[src/rtl/risc_pkg.sv]
// Shared types for the VeriRisc core: opcodes, sequencer phases and opcode helpers.
package risc_pkg;

  localparam int unsigned OPCODE_W = 3;
  localparam int unsigned PHASE_W  = 3;

  typedef enum logic [OPCODE_W-1:0] {
    HLT = 3'd0,
    SKZ = 3'd1,
    ADD = 3'd2,
    AND = 3'd3,
    XOR = 3'd4,
    LDA = 3'd5,
    STO = 3'd6,
    JMP = 3'd7
  } opcode_t;

  typedef enum logic [PHASE_W-1:0] {
    INST_ADDR  = 3'd0,
    INST_FETCH = 3'd1,
    INST_LOAD  = 3'd2,
    IDLE       = 3'd3,
    OP_ADDR    = 3'd4,
    OP_FETCH   = 3'd5,
    ALU_OP     = 3'd6,
    STORE      = 3'd7
  } phase_t;

  // Opcodes whose result is taken from the ALU into the accumulator.
  function automatic logic is_aluop(opcode_t op);
    return (op == ADD) || (op == AND) || (op == XOR) || (op == LDA);
  endfunction

endpackage

[src/rtl/ctrl_decode.sv]
// Combinational strobe decode from (phase, opcode, zero, halted).
module ctrl_decode
  import risc_pkg::*;
(
  input  phase_t  phase,
  input  opcode_t opcode,
  input  logic    zero,
  input  logic    halted,
  output logic    sel,
  output logic    rd,
  output logic    ld_ir,
  output logic    halt,
  output logic    inc_pc,
  output logic    ld_pc,
  output logic    ld_ac,
  output logic    wr,
  output logic    data_e
);

  logic aluop;

  always_comb begin
    sel    = 1'b0;
    rd     = 1'b0;
    ld_ir  = 1'b0;
    halt   = 1'b0;
    inc_pc = 1'b0;
    ld_pc  = 1'b0;
    ld_ac  = 1'b0;
    wr     = 1'b0;
    data_e = 1'b0;
    aluop  = is_aluop(opcode);
    // A halted core masks everything except the halt indication.
    if (halted) begin
      halt = 1'b1;
    end else begin
      unique case (phase)
        INST_ADDR: begin
          sel = 1'b1;
        end
        INST_FETCH: begin
          sel = 1'b1;
          rd  = 1'b1;
        end
        INST_LOAD, IDLE: begin
          sel   = 1'b1;
          rd    = 1'b1;
          ld_ir = 1'b1;
        end
        OP_ADDR: begin
          inc_pc = (opcode != HLT);
          halt   = (opcode == HLT);
        end
        OP_FETCH: begin
          rd = aluop;
        end
        ALU_OP: begin
          rd     = aluop;
          inc_pc = (opcode == SKZ) && zero;
          ld_pc  = (opcode == JMP);
          data_e = (opcode == STO);
        end
        STORE: begin
          rd     = aluop;
          ld_ac  = aluop;
          ld_pc  = (opcode == JMP);
          wr     = (opcode == STO);
          data_e = (opcode == STO);
        end
        default: begin
        end
      endcase
    end
  end

endmodule

[src/rtl/risc_controller.sv]
// VeriRisc instruction sequencer: 8-phase register, sticky halt and optional
// single-step gating of INST_ADDR (CTRL_SINGLE_STEP_EN).
module risc_controller
  import risc_pkg::*;
(
  input  logic                clk,
  input  logic                rst,
  input  logic [OPCODE_W-1:0] opcode,
  input  logic                zero,
`ifdef CTRL_SINGLE_STEP_EN
  input  logic                step,
`endif
  output logic                sel,
  output logic                rd,
  output logic                ld_ir,
  output logic                halt,
  output logic                inc_pc,
  output logic                ld_pc,
  output logic                ld_ac,
  output logic                wr,
  output logic                data_e
);

  phase_t  phase_q, phase_d;
  logic    halted_q, halted_d;
  logic    advance;
  opcode_t op;

  assign op = opcode_t'(opcode);

`ifdef CTRL_SINGLE_STEP_EN
  assign advance = (phase_q != INST_ADDR) || step;
`else
  assign advance = 1'b1;
`endif

  always_ff @(posedge clk) begin
    if (rst) begin
      phase_q  <= INST_ADDR;
      halted_q <= 1'b0;
    end else begin
      phase_q  <= phase_d;
      halted_q <= halted_d;
    end
  end

  // HLT freezes the phase at OP_ADDR; only reset leaves the halted state.
  always_comb begin
    phase_d  = phase_q;
    halted_d = halted_q;
    if (!halted_q) begin
      if ((phase_q == OP_ADDR) && (op == HLT)) begin
        halted_d = 1'b1;
      end else if (advance) begin
        phase_d = phase_t'(PHASE_W'(phase_q + PHASE_W'(1)));
      end
    end
  end

  ctrl_decode u_decode (
    .phase  (phase_q),
    .opcode (op),
    .zero   (zero),
    .halted (halted_q),
    .sel    (sel),
    .rd     (rd),
    .ld_ir  (ld_ir),
    .halt   (halt),
    .inc_pc (inc_pc),
    .ld_pc  (ld_pc),
    .ld_ac  (ld_ac),
    .wr     (wr),
    .data_e (data_e)
  );

endmodule
[config.mk]
export PLATFORM = sky130hd
export DESIGN_NAME = risc_controller
export DESIGN_NICKNAME = d
export VERILOG_FILES = /design/src/rtl/risc_pkg.sv /design/src/rtl/ctrl_decode.sv /design/src/rtl/risc_controller.sv
export SDC_FILE = /design/constraint.sdc
export NUM_CORES = 1
export LEC_CHECK = 0
export BUFFER_PORTS_ARGS = -buffer_cell sky130_fd_sc_hd__buf_2
export CAP_MARGIN = 20
export CORE_AREA = 2 2 39 41
export CTS_CLUSTER_SIZE = 16
export DETAILED_ROUTE_END_ITERATION = 6
export DIE_AREA = 0 0 41 43
export SLEW_MARGIN = 30
export SYNTH_ARGS = -nofsm -noshare
export SYNTH_HDL_FRONTEND = slang
export SYNTH_SLANG_ARGS = --single-unit
[constraint.sdc]
create_clock -name clk -period 1.67 [get_ports clk]
set_input_delay 0 -clock clk [delete_from_list [all_inputs] [get_ports clk]]
set_output_delay 0 -clock clk [all_outputs]
set_load 0.01 [all_outputs]
# --- After elaboration in Yosys (flattened, before gate mapping) ---
# Cells that the tools add are included.
totals:
  regBits: 4
  word_cells: 53
  in_bits: 6
  ramBits: 0
  latchBits: 0
  output_inout_bits: 9
  memories: 0
  romBits: 0
classes:
  n_eq_ne: 14
  n_reduce_logical: 14
  n_addsub: 1
  bitwise_logic: 2
  n_shift: 0
  muxes: 20
  order_cmp: 0
  n_div: 0
  mul: 0
ops:
  columns: ["op", "count"]
  rows:
  - ["3-bit equality test (second input constant)", 8]
  - ["1-bit two-way mux", 18]
  - ["3-bit by 2-bit equality test with 1-bit output (second input constant)", 4]
  - ["3-bit by 1-bit equality test with 1-bit output (second input constant)", 2]
  - ["3-bit zero test", 2]
  - ["3-bit OR reduction", 2]
  - ["1-bit one-hot mux with 2 select lines", 2]
  - ["2-bit OR reduction", 2]
  - ["4-bit OR reduction", 1]
  - ["3-bit by 1-bit adder with 3-bit output (second input constant)", 1]
  - ["1-bit logical OR", 3]
  - ["3-bit nonzero test", 1]
  - ["1-bit logical AND", 2]
  - ["1-bit NOT", 2]
  - ["2-bit AND reduction", 1]

# --- Depth between registers and ports, before layout ---
logic_depth:
  depth_word: 6
  ltp_mapped: 5
  mapped_depth_nobuf: 5

# --- By module ---
# A second synthesis with hierarchy kept.
unflattened:
  cells_unflattened: 45
  hier_area_um2: 375.4
by_module_without_submodules:
  columns: ["mod", "cells_per_inst", "seq_area_each_um2", "n_inst", "area_per_inst_um2"]
  rows:
  - ["risc_controller", 27, 80.1, 1, 261.5]
  - ["ctrl_decode", 18, 0.0, 1, 113.9]

# --- Worst setup path before layout ---
# No wires, ideal clock.
synth_path:
  kind: "reg2reg"
  startpoint: "register phase_q[1]"
  endpoint: "register phase_q[0]"
  path_slack_ps: 351
  path_stages_with_launch: 6
  arrival_ps: 1178
  setup_ps: 141
  t_required_ps: 1529
  synth_period_minus_slack_ps: 1319
  path_buffers: 0
  cell_sequence: "dfxtp_1 inv_1 ha_1 and2_1 a41oi_1 o311ai_0"
synth_via:
  elab_chain_cells: 4
synth_lines:
  columns: ["item", "line", "source"]
  rows:
  - ["start, declared", "risc_controller.sv:24", "phase_t phase_q, phase_d;"]
  - ["start signal, assigned", "risc_controller.sv:42", "phase_q <= phase_d;"]
  - ["3-bit equality test", "risc_controller.sv:52", "if ((phase_q == OP_ADDR) && (op == HLT)) begin"]
  - ["1-bit logical AND", "risc_controller.sv:52", null]
  - ["1-bit NOT (no source line)", null, null]
  - ["2-bit AND reduction (no source line)", null, null]
# No other way between the ends.
# A chain may end at the register's enable or synchronous reset.

# --- Final worst setup path ---
layout_path:
  startpoint: "register phase_q[1]"
  endpoint: "output port rd"
layout_via:
  elab_chain_cells: 4
  word_cells_on_any_way: 10
  classes_between: "6 x eq/ne; 2 x mux; 2 x reduce/logical"
layout_lines:
  columns: ["item", "line", "source"]
  rows:
  - ["3-bit equality test, or another cell as far along", "ctrl_decode.sv:37", "unique case (phase)"]
  - ["3-bit OR reduction (no source line)", null, null]
  - ["1-bit one-hot mux with 2 select lines (*)", "ctrl_decode.sv:37", null]
  - ["1-bit two-way mux (*)", "ctrl_decode.sv:34", "if (halted) begin"]
  - ["end, declared", "risc_controller.sv:14", "output logic rd,"]
# Every way passes the cells marked *; elsewhere a longest branch is shown, timed or not.

==> impl_metrics.json <==
{
  "grt_usage": 0.118,
  "end_kind": "primary output",
  "vias": 423,
  "finalSetupTns_ps": 0,
  "synth-seq-cells": 4,
  "period_share": 0.920,
  "layout.nets": 80,
  "setup_violations": 0,
  "fin_area_um2": 519,
  "final_common_cell": "buf_2",
  "whs_path_depth": 2,
  "dieArea_um2": 1760,
  "maxCapViolCount": 0,
  "die_x_um": 41,
  "status": "completed",
  "multi_input_area_um2": 294,
  "cts_tree": "done",
  "yosysUniqueCellTypes": 27,
  "synth_area_um2": 399,
  "rrSetupSlack_ps": 220,
  "drcViolationCount": 0,
  "hold_viol_final": 0,
  "cp.required_ps": 1670,
  "ctsRootBufferMaster": "clkbuf_4",
  "powerDensity_nw_per_um2": 1230,
  "drtIter0Drc": 17,
  "port_buffers": 14,
  "synth_compound_area_frac": 0.204,
  "synth_top_family_by_area": "simple AND/OR/NAND/NOR gates",
  "muxShareOfSynthArea": 0,
  "htreeDepth": 1,
  "clk_latency_ps": 230,
  "final_cell_mix": "14 x buf_2, 6 x inv_1, 5 x nor2_1, 5 x ha_1, 3 x clkbuf_4",
  "ys_seq_area_frac": 0.201,
  "hpwl_um": 743,
  "cts_buffers": 3,
  "io-pin-count": 15,
  "ir_worst_vdd_mv": 0.500,
  "avgViaCountPerCell": 5.16,
  "cts_buffer_depth": 2,
  "drv_slew": 0,
  "die_y_um": 43,
  "synth_nets": 61,
  "place_inst": 79,
  "seq_area_um2": 82.6,
  "start_util": 0.288,
  "rsz0062_at_grt": "false",
  "synth_warnings": 0,
  "cp_max_fo": 6,
  "tightestPinTransition_ps": 481,
  "firstDrtPassIters": 4,
  "ant_nets": 0,
  "r2r_cells": 5,
  "worstHoldPathType": "in2reg",
  "path_clk_slew_ps": 40,
  "n_antenna_cell": 0,
  "synthXorXnorAreaFrac": 0.0219,
  "grt_pass1_vias": 324,
  "drive_above_1_share": 0.364,
  "min_period_ps": 1540,
  "worstPathArrival_ps": 1540,
  "synthAdderAreaFrac": 0.188,
  "placedInstanceArea_um2": 492,
  "avgSynthCellArea_um2": 8.15,
  "grt_max_degree": 16,
  "core_area_um2": 1380,
  "place_congestion": 0.843,
  "post_drt_wl_per_cell_um": 11.7,
  "skew_ps": 0.209,
  "slew_headroom": 0.679,
  "start_kind": "flip-flop",
  "synthCells": 49,
  "totalWireLength_um": 961,
  "p_leak_nw": 0.245,
  "fillers": 145,
  "grt_pass1_wl_um": 1390,
  "fp-row-count": 14,
  "fmax_ghz": 0.651,
  "area_delta_synth_final_pct": 30.1,
  "synthSimpleGateAreaFrac": 0.317,
  "grt_overflow_total": 0,
  "antenna_found_initial": 0,
  "cts.sinks": 4,
  "worst-setup-path-type": "reg2out",
  "fin_cells": 82
}
## repair_timing
action                     4_1_cts  5_1_grt
gates resized for setup          0        3
setup endpoints to repair        0        2
setup buffers                    0        0
hold buffers                     0        0
## final timing paths
path	end	startpoint
worst min register to register	phase_q[0]	phase_q[0]
worst min-delay path	phase_q[2]	rst
worst max register to register	phase_q[0]	phase_q[0]
worst max-delay path	rd	phase_q[1]
## report_power, final
group          total, mW  internal (mW)  switching [mW]  leakage, nW
sequential         0.173          0.132          0.0406       0.0336
clock              0.116         0.0801          0.0360       0.0138
combinational      0.351          0.160           0.191        0.198
total              0.640          0.372           0.268        0.245
## cell families (layout without fill, tap and decap cells)
family          after synthesis  in the layout
fa+ha+maj                     6              6
compound gates               10             10
xor+xnor                      1              1
simple gates                 21             21
flops                         4              4
buf+inv                       7             24
## layer usage
layer  share of wire  GRT usage  up-vias  wire [µm]
met5               0          0        -          0
met4               0     0.0400        0          0
met3           0.062     0.0628        0         60
met2            0.43      0.153       17        412
met1            0.51      0.161      188        488
li1                -          -      218          -
## per-stage QoR
stage | util | setup WS [ps] | power (mW) | hold slack [ps]
after global placement | 0.355 | 270 | 0.524 | 278
after detailed placement | 0.355 | 142 | 0.522 | 288
after CTS | 0.372 | 81.3 | 0.648 | 40.3
after floorplan | - | 351 | 0.393 | 50.4
final | 0.375 | 134 | 0.640 | 52.4
after global routing | 0.375 | 33.5 | 0.718 | 44.2
## synth_stat cells
library cell / count / area [µm²]
ha_1: 6 / 75.1
inv_1: 6 / 22.5
nor2_1: 5 / 18.8
dfxtp_1: 4 / 80.1
a31oi_1: 2 / 12.5
nand2_1: 2 / 7.51
nor3_1: 2 / 10.0
nor4_1: 2 / 12.5
o311ai_0: 2 / 17.5
a2111oi_0: 1 / 8.76
a21oi_2: 1 / 8.76
a221oi_1: 1 / 8.76
a41oi_1: 1 / 8.76
and2_1: 1 / 6.26
and3_2: 1 / 7.51
buf_2: 1 / 5.00
nand2b_1: 1 / 6.26
nand3_1: 1 / 5.00
nand3b_1: 1 / 7.51
nand4_1: 1 / 6.26
nor2b_1: 1 / 6.26
nor3_4: 1 / 16.3
nor4b_1: 1 / 8.76
o31a_1: 1 / 8.76
o31ai_1: 1 / 7.51
or4_1: 1 / 7.51
xor2_1: 1 / 8.76
## flip-flops by register name (all words and copies together) (netlist names)
name      count
phase_q       3
halted_q      1
## final cells by class
type	instances	area share
Tap cell	16	0.0386
Clock buffer	3	0.0434
Multi-Input combinational cell	38	0.566
Timing Repair Buffer	15	0.149
Sequential cell	4	0.159
Inverter	6	0.0434
## critical path: stages (launching register included)
cell and delay, ps:
dfxtp_1 300, buf_4 150, ha_2 170, ha_1 160, nor2b_1 120, a31oi_1 160, o31ai_1 80, buf_2 150
Power figures use the tool's default switching activity.
